[src/rtl/npc_pkg.sv]
// Shared NPC core constants: register file geometry defaults and the
// writeback-select bit positions used by the wb_load/wb_pc/wb_alu mux.
package npc_pkg;

    localparam int REG_AW = 5;
    localparam int XLEN   = 64;

    localparam logic [REG_AW-1:0] REG_ZERO = '0;

    localparam int WB_LOAD = 0;
    localparam int WB_PC   = 1;
    localparam int WB_ALU  = 2;
    localparam int WB_NSRC = 3;

endpackage

[src/rtl/rf_scoreboard.sv]
// Per-register busy scoreboard with a live count of outstanding writes.
// Writeback clears first, then issue sets, so a re-claim of the same register wins.
module rf_scoreboard
    import npc_pkg::*;
#(
    parameter int AW = REG_AW
) (
    input  logic              clk,
    input  logic              rst,
    input  logic              iss_en_i,
    input  logic [AW-1:0]     iss_addr_i,
    input  logic              wb_en_i,
    input  logic [AW-1:0]     wb_addr_i,
    output logic [2**AW-1:0]  busy_o,
    output logic [AW:0]       busy_cnt_o
);

    logic [2**AW-1:0] busy_q, busy_d;
    logic [AW:0]      cnt_q, cnt_d;
    logic             iss_set, set_eff, clr_eff;

    assign iss_set = iss_en_i && (iss_addr_i != AW'(REG_ZERO));

    // Only the wb and iss addresses can change, so the count moves by at most
    // one in each direction; a clear that is immediately re-set is a no-op.
    assign set_eff = iss_set && !busy_q[iss_addr_i];
    assign clr_eff = wb_en_i && busy_q[wb_addr_i]
                     && !(iss_set && (iss_addr_i == wb_addr_i));

    always_comb begin
        busy_d = busy_q;
        if (wb_en_i) begin
            busy_d[wb_addr_i] = 1'b0;
        end
        if (iss_set) begin
            busy_d[iss_addr_i] = 1'b1;
        end
        busy_d[0] = 1'b0;
        cnt_d = cnt_q + (AW+1)'(set_eff) - (AW+1)'(clr_eff);
    end

    always_ff @(posedge clk) begin
        if (rst) begin
            busy_q <= '0;
            cnt_q  <= '0;
        end else begin
            busy_q <= busy_d;
            cnt_q  <= cnt_d;
        end
    end

    assign busy_o     = busy_q;
    assign busy_cnt_o = cnt_q;

endmodule

[src/rtl/regfile_sb.sv]
// Pipelined-core GPR file: NRD combinational read ports, one writeback port with
// a 3-source AND-OR select, and a busy scoreboard. Macro RF_BYPASS_EN adds wb->read bypass.
module regfile_sb
    import npc_pkg::*;
#(
    parameter int DW  = XLEN,
    parameter int AW  = REG_AW,
    parameter int NRD = 2
) (
    input  logic              clk,
    input  logic              rst,
    input  logic              iss_en,
    input  logic [AW-1:0]     iss_addr,
    input  logic              wb_en,
    input  logic              wb_load,
    input  logic              wb_pc,
    input  logic              wb_alu,
    input  logic [AW-1:0]     wb_addr,
    input  logic [DW-1:0]     load_data,
    input  logic [DW-1:0]     pc_data,
    input  logic [DW-1:0]     alu_data,
    input  logic [NRD*AW-1:0] rd_addr,
    output logic [NRD*DW-1:0] rd_data,
    output logic [NRD-1:0]    rd_busy,
    output logic [AW:0]       busy_cnt
);

    logic [DW-1:0]      gpr_q [2**AW];
    logic [WB_NSRC-1:0] wb_sel;
    logic [DW-1:0]      wb_data;
    logic [2**AW-1:0]   busy;

    assign wb_sel = {wb_alu, wb_pc, wb_load};
    assign wb_data = ({DW{wb_sel[WB_LOAD]}} & load_data)
                   | ({DW{wb_sel[WB_PC]}}   & pc_data)
                   | ({DW{wb_sel[WB_ALU]}}  & alu_data);

    // Storage must clear on reset, so it is a flop array rather than block RAM.
    always_ff @(posedge clk) begin
        if (rst) begin
            for (int i = 0; i < 2**AW; i++) begin
                gpr_q[i] <= '0;
            end
        end else if (wb_en && (wb_addr != AW'(REG_ZERO))) begin
            gpr_q[wb_addr] <= wb_data;
        end
    end

    rf_scoreboard #(.AW(AW)) u_sb (
        .clk        (clk),
        .rst        (rst),
        .iss_en_i   (iss_en),
        .iss_addr_i (iss_addr),
        .wb_en_i    (wb_en),
        .wb_addr_i  (wb_addr),
        .busy_o     (busy),
        .busy_cnt_o (busy_cnt)
    );

    generate
        for (genvar gi = 0; gi < NRD; gi++) begin : g_rd
            logic [AW-1:0] addr;
            logic [DW-1:0] stored;

            assign addr   = rd_addr[gi*AW +: AW];
            assign stored = (addr == AW'(REG_ZERO)) ? '0 : gpr_q[addr];

`ifdef RF_BYPASS_EN
            logic hit;
            assign hit = wb_en && (wb_addr != AW'(REG_ZERO)) && (addr == wb_addr);
            assign rd_data[gi*DW +: DW] = hit ? wb_data : stored;
            // A same-cycle re-claim keeps the operand busy for the new producer.
            assign rd_busy[gi] = hit ? (iss_en && (iss_addr == wb_addr)) : busy[addr];
`else
            assign rd_data[gi*DW +: DW] = stored;
            assign rd_busy[gi]          = busy[addr];
`endif
        end
    endgenerate

endmodule

[config.mk]
export PLATFORM = sky130hd
export DESIGN_NAME = regfile_sb
export DESIGN_NICKNAME = d
export VERILOG_FILES = /design/src/rtl/npc_pkg.sv /design/src/rtl/rf_scoreboard.sv /design/src/rtl/regfile_sb.sv
export SDC_FILE = /design/constraint.sdc
export NUM_CORES = 2
export LEC_CHECK = 0
export CAP_MARGIN = 25
export CORE_MARGIN = 2
export CORE_UTILIZATION = 45
export CTS_BUF_LIST = sky130_fd_sc_hd__clkbuf_4
export DETAILED_ROUTE_END_ITERATION = 10
export PLACE_DENSITY = 0.7
export SYNTH_ARGS = -nofsm -noshare
export SYNTH_HDL_FRONTEND = slang
export SYNTH_SLANG_ARGS = --single-unit
[constraint.sdc]
create_clock -name clk -period 17.3 [get_ports clk]
set_input_delay 3.46 -clock clk [delete_from_list [all_inputs] [get_ports clk]]
set_output_delay 3.46 -clock clk [all_outputs]
set_load 0.05 [all_outputs]
Word level (Yosys, flattened, before mapping) --
Memories as Yosys holds them, arrays and structs flattened. Cells that the tools add are included. W data, S select, Z words.
Cells by class: $add $sub $neg 2, $mul 0, divide/modulo/power cells 0, magnitude comparators 6, equal/unequal tests 1, shift operators 0, multiplexer cells 24, bitwise gates (word level) 8, reductions and logical operators 15
Operator list (number):
- $and A64 B64 Y64 | 3
- $mux W64 | 3
- $or A64 B64 Y64 | 2
- $mux W32 | 2
- $reduce_or A64 Y1 | 1
- $and A32 B32 Y32 | 1
- $not A32 Y32 | 1
- $or A32 B32 Y32 | 1
- $lt A5 B6 Y1 const B | 4
- $bmux W1 S5 | 4
- $mux W1 | 12
- $demux W1 S5 | 2
- $ge A5 B1 Y1 const B | 2
- $logic_not A5 Y1 | 2
- $reduce_bool A5 Y1 | 2
- $logic_and A1 B1 Y1 | 8
- $add A6 B1 Y6 | 1
- $sub A6 B1 Y6 | 1
- $eq A5 B5 Y1 | 1
- $mux W5 | 1
- $logic_not A1 Y1 | 2
Word-level totals: bits in registers 38, latch bits 0, memory bits (writable) 2048, memory bits (read-only) 0, bits of input ports 219, output and inout bits 136, word-level logic and storage cells 60, memories kept 1
Memory list:
- gpr_q | words 32, width 64, rd ports 2, clocked after memory_dff 0, wr ports 32, line regfile_sb.sv:28 | logic [DW-1:0] gpr_q [2**AW];

Depth between registers and ports, before layout --
depth in word-level cells 9, depth in mapped cells 14, depth with buffers taken out 12

Hierarchy --
From an unflattened synthesis, not the netlist that was laid out.
Second synthesis, totals: cell total of the unflattened synthesis 7450, area total of the unflattened synthesis 106836.2 um^2
Modules (own cells, without submodules):
- regfile_sb | instances 1, cells an instance 7179, area an instance 104549.0 um^2, seq. area each 61499.0 um^2
- rf_scoreboard | instances 1, cells an instance 271, area an instance 2287.2 um^2, seq. area each 740.7 um^2

Worst setup path after synthesis --
OpenSTA, ideal clock, no wires.
kind input port to flip-flop, from input wb_addr[0], to register u_sb.busy_q[1], in the netlist u_sb.busy_o[1], data arrival time 11210 ps, slack 5652 ps, cell stages on the path 5, cells stage by stage buf_2 > buf_2 > nand3b_1 > o41ai_1 > o32ai_1
Between the ends: longest elaborated chain between the ends 9
Ends and longest elaborated chain:
- from (decl) | line regfile_sb.sv:18 | input logic [AW-1:0] wb_addr,
- $lt A5 B6 Y1 (not written as such) or $ge A5 B1 Y1 (tied branches) | line rf_scoreboard.sv:33 | busy_d[wb_addr_i] = 1'b0;
- $logic_and A1 B1 Y1 (not written as such) | line rf_scoreboard.sv:33
- $mux W1 (not written as such) | line rf_scoreboard.sv:33
- $demux W1 S5 *
- $not A32 Y32 (no line) *
- $and A32 B32 Y32 (no line) *
- $mux W32 * | line rf_scoreboard.sv:32 | if (wb_en_i) begin
- $or A32 B32 Y32 (no line)
- $mux W32 * | line rf_scoreboard.sv:35 | if (iss_set) begin
- to (signal assigned) | line rf_scoreboard.sv:47 | busy_q <= busy_d;
- to (decl) | line rf_scoreboard.sv:18 | logic [2**AW-1:0] busy_q, busy_d;
Every way passes the cells marked *; elsewhere a longest branch is shown, timed or not. A chain may end at the register's enable or synchronous reset.

Final worst setup path --
from input rd_addr[2], to output rd_data[5]
Between the ends: longest elaborated chain between the ends 2
Ends and longest elaborated chain:
- from (decl) | line regfile_sb.sv:22 | input logic [NRD*AW-1:0] rd_addr,
- $mem_v2 Z32 W64 or $logic_not A5 Y1 (tied branches)
- $mux W64 * | line regfile_sb.sv:66 | assign stored = (addr == AW'(REG_ZERO)) ? '0 : gpr_q[addr];
- to (decl) | line regfile_sb.sv:23 | output logic [NRD*DW-1:0] rd_data,
Marks and branches as above.

==> run summary <==
The run gives 19573 as the filler cell count in the final layout. The library cells used most frequently in the layout, excluding fill and tap cells, are 2048 x sky130_fd_sc_hd__edfxtp_1, 2022 x sky130_fd_sc_hd__nor2_1, 1114 x sky130_fd_sc_hd__mux4_2. The area fraction of the dominant cell type after synthesis was 57.8%. The deepest clock path buffer count was 4; the post-route cell area was 0.121 mm2.

The number of enable-type register cells in the synthesized netlist came out at 2048. The number of failing setup endpoints in the final timing report came out at 0. After routing, the total negative slack on setup checks comes to 0 ps. Clock input transition at the sequential cells of the worst setup and hold paths: 60 ps. For the worst slew margin relative to its limit, the log shows 13.8%. The worst hold path belongs to the class flip-flop to flip-flop.

The top flip-flop cell by instance count after synthesis is sky130_fd_sc_hd__edfxtp_1. The signal on the critical path passes through clkbuf_8, buf_4, or3b_4, o221ai_1, a221oi_1, a2111oi_2, clkdlybuf4s50_1. The number of distinct library cell variants in the gate-level netlist after synthesis was 61; the HPWL after detailed placement was 215000 um. The maximum vdd ir drop came out at 0.0774 mV. The maximum level of the CTS H-tree is 6.

Initial antenna violation count: 10. The iteration-0 DRC count of the detailed router was 13557; the sum of routed wire length over all layers was 399000 um. The synthesized netlist devotes 0.0894% of its cell area to adder and majority cells. For the worst flop-to-flop path, the logic depth is 12. In the final layout, flip-flops and latches occupy 0.0622 mm2. Final clock period utilization by the worst path: 69.4%. Of all nets on the critical path, the largest fanout is 56. The number of maximum-capacitance violations was 0; the number of storage elements in the synthesis netlist was 2085. The combined area of the multi-input logic cells was 0.0416 mm2. The startpoint of the most critical hold path was u_sb.busy_o[31]$_SDFF_PP0_. The overall fraction of global-route tracks in use came out at 32.7%.

The worst path in the final design needs a cycle of 12010 ps, including I/O delays and setup. Global routing finished with a remaining overflow of 0. Number of setup buffers added after CTS: 0.

The first global-routing pass estimated 557000 um of wire. After Yosys synthesis, XOR and XNOR cells account for 0.0741% of the synthesized area. During synthesis, Yosys emitted a total of 0 warnings.

The core outline area came out at 0.235 mm2. Cell chosen for the clock root: sky130_fd_sc_hd__clkbuf_4. Summing the areas of all compound-gate instances in the mapped netlist gives 3.10% of the synthesized area. In this run the mean area of a mapped cell was 15.1 um2. The run gives 0.240 mm2 as the total die area. Counting buffers and inverters, the worst setup path is 7 cells deep. The final weighted congestion in routability-driven placement is 0.884, and the multiplexer share of the synthesized area is 26.9%. The final number of max-transition violations is 0, and the ratio of cells with drive above 1 in the final layout is 30.5%. The worst hold path passes through 2 cells. The tree built by TritonCTS fans out to 2085 sinks.

Across the routed clock network, the largest skew measured is 33.5 ps. TritonCTS built the clock tree. Sequential elements use 58.5% of the synthesized area. The slew at the pin closest to its max-slew limit came out at 1290 ps. Detailed routing inserted a total of 76061 vias. The cell area that synthesis handed to floorplanning was 0.106 mm2. The quantity of hold-fixing buffers added after cts was 0; the data arrival time of the critical path was 8550 ps. The vertical extent of the die works out to 490 um. Summed over all cells, the static leakage comes to 0.0419 uW. The critical path starts at rd_addr[2]. For this design, the slowest cell found on the critical path is sky130_fd_sc_hd__clkdlybuf4s50_1. Setup repair after global routing left no endpoint under its margin.

The number of global-route vias before repair came out at 77032. The cell type with the largest total area after synthesis is sky130_fd_sc_hd__edfxtp_1. The average routed wire per standard cell was 36.1 um; the total placed instance area was 0.113 mm2. The tools report the number of routed nets with antenna violations as 0. The most common library cell in the layout ignoring fill and taps is sky130_fd_sc_hd__edfxtp_1. The total power divided by cell area was 103 mW/mm2; the number of cell rows was 178.

Across all setup checks in the final design, the least slack found is 5290 ps. The largest family of logic cells by synthesized area was multiplexers. Of all flip-flops after synthesis, the portion carrying an async set or reset was 0%. Yosys attributes the largest share of cell area to sky130_fd_sc_hd__edfxtp_1 58%, sky130_fd_sc_hd__mux4_2 24%, sky130_fd_sc_hd__nor2_1 7.1%. The endpoint required time on the critical path was 13840 ps; the average vias per placed instance was 6.88. Quantity of I/O buffers inserted on ports: 354. The number of clock buffers added by TritonCTS is 573. Post-CTS repair changed the size of 0 cells. The gate family responsible for the most delay along the worst path is buffers and inverters. Before CTS, the worst setup slack after placement is 5650 ps. The number of buffers and inverters on the critical path is 3. Derived from the worst setup path, the maximum achievable clock frequency is 83.3 MHz.

The DRC violation count after routing is 0, and the final-report hold violation count is 0. STA classifies the critical path startpoint as an input pin. The boundary pin count is 355, and the post-layout net count is 7743. The flow ran to the end, and the final reports show no timing, DRC or antenna violations. Delay of the slowest cell on the worst path: 1040 ps.

The tools report the endpoint type of the worst setup path as an output port. The die width is 490 um, and the largest net degree at the start of global routing is 139. The number of detailed-routing iterations run before antenna repair came out at 9. The number of standard cells after synthesis is 7070, and the area growth from synthesis to layout is 13.3%.

The category of the most critical setup path is input pin to output port. The source-to-sink clock delay at the later pin of the worst-skew pair came out at 1430 ps. The basic-gate share of the synthesized area counting and, or, nand and nor cells is 8.25%.

Once the floorplan was initialized, standard cells occupied 45.2% of the core. In this run the critical register-to-register path is launched from u_sb.busy_o[19]$_SDFF_PP0_.
[cell type report]
class / count / area share [%]
sequential: 2085 / 51.6
multi-input combinational: 4246 / 34.5
clock buffer: 849 / 5.29
timing repair buffer: 596 / 4.69
tap: 3150 / 3.27
clock inverter: 103 / 0.514
inverter: 15 / 0.0571
antenna: 12 / 0.0249
[cells in the mapped netlist, types with 7 or more instances]
cell type / number
sky130_fd_sc_hd__a211oi_1: 11
sky130_fd_sc_hd__a21o_1: 89
sky130_fd_sc_hd__a21oi_1: 39
sky130_fd_sc_hd__a221o_1: 10
sky130_fd_sc_hd__a221oi_1: 7
sky130_fd_sc_hd__a222oi_1: 64
sky130_fd_sc_hd__a22o_1: 8
sky130_fd_sc_hd__a22oi_1: 18
sky130_fd_sc_hd__buf_1: 68
sky130_fd_sc_hd__buf_2: 143
sky130_fd_sc_hd__buf_4: 27
sky130_fd_sc_hd__clkbuf_1: 544
sky130_fd_sc_hd__dfxtp_1: 37
sky130_fd_sc_hd__edfxtp_1: 2048
sky130_fd_sc_hd__inv_1: 13
sky130_fd_sc_hd__mux2_2: 69
sky130_fd_sc_hd__mux2i_1: 271
sky130_fd_sc_hd__mux4_2: 1114
sky130_fd_sc_hd__nand2_1: 131
sky130_fd_sc_hd__nand2b_1: 13
sky130_fd_sc_hd__nand3_1: 9
sky130_fd_sc_hd__nor2_1: 2023
sky130_fd_sc_hd__nor2b_1: 18
sky130_fd_sc_hd__nor3_1: 9
sky130_fd_sc_hd__nor4_1: 21
sky130_fd_sc_hd__o21ai_0: 41
sky130_fd_sc_hd__o221ai_1: 9
sky130_fd_sc_hd__o22ai_1: 124
sky130_fd_sc_hd__or2_2: 8
[power by group]
group | switching (uW) | total, uW | internal (uW) | leakage (uW)
Clock | 2150 | 4500 | 2340 | 0.00422
Sequential | 139 | 5970 | 5830 | 0.0198
Combinational | 1170 | 1920 | 754 | 0.0178
[through the flow]
stage | cells | total power, uW | hold WS (ps) | utilization [%]
CTS | 11037 | 12300 | 533 | 51.2
global placement | 10074 | 7890 | 511 | 48.1
floorplan | 7133 | 7230 | 467 | -
detailed placement | 10085 | 7940 | 519 | 48.2
global route | 11050 | 12700 | 549 | 51.2
finish | 11056 | 12400 | 535 | 51.3
[per-layer routing]
layer | up-vias | global-route usage, % | wire length [um]
li1 | 28658 | - | -
met1 | 38145 | 40.2 | 126000
met2 | 7544 | 49.5 | 178000
met3 | 1697 | 12.0 | 66900
met4 | 17 | 19.5 | 27700
met5 | - | 0.238 | 522
[logic make-up (layout without fill, tap and decap cells)]
| kind of cell | Yosys count | after routing |
|---|---|---|
| simple gates | 2260 | 2260 |
| flops | 2085 | 2085 |
| mux | 1454 | 1454 |
| buf+inv | 802 | 1563 |
| compound gates | 452 | 452 |
| xor+xnor | 9 | 9 |
| fa+ha+maj | 7 | 7 |
| other cells | 1 | 76 |
[registers in the layout, summed over array words and instances (netlist names)]
name,flops
u_sb.busy_cnt_o,6
u_sb.busy_o,31
gpr_q,2048
[worst paths after layout]
kind / end / slack, ps
worst min-delay path: u_sb.busy_o[31]$_SDFF_PP0_ / 530
worst max register to register: u_sb.busy_cnt_o[4]$_SDFF_PP0_ / 13980
worst max-delay path: rd_data[5] / 5290
worst min register to register: u_sb.busy_o[31]$_SDFF_PP0_ / 530
[worst register-to-register path, delay by kind of cell, from the launching register on]
family	cells	cell delay, ps
compound gates	5	1120
fa+ha+maj	3	940
flops	1	360
xor+xnor	1	160
mux	1	510
buf+inv	1	40
simple gates	1	60
Power figures use the tool's default switching activity.
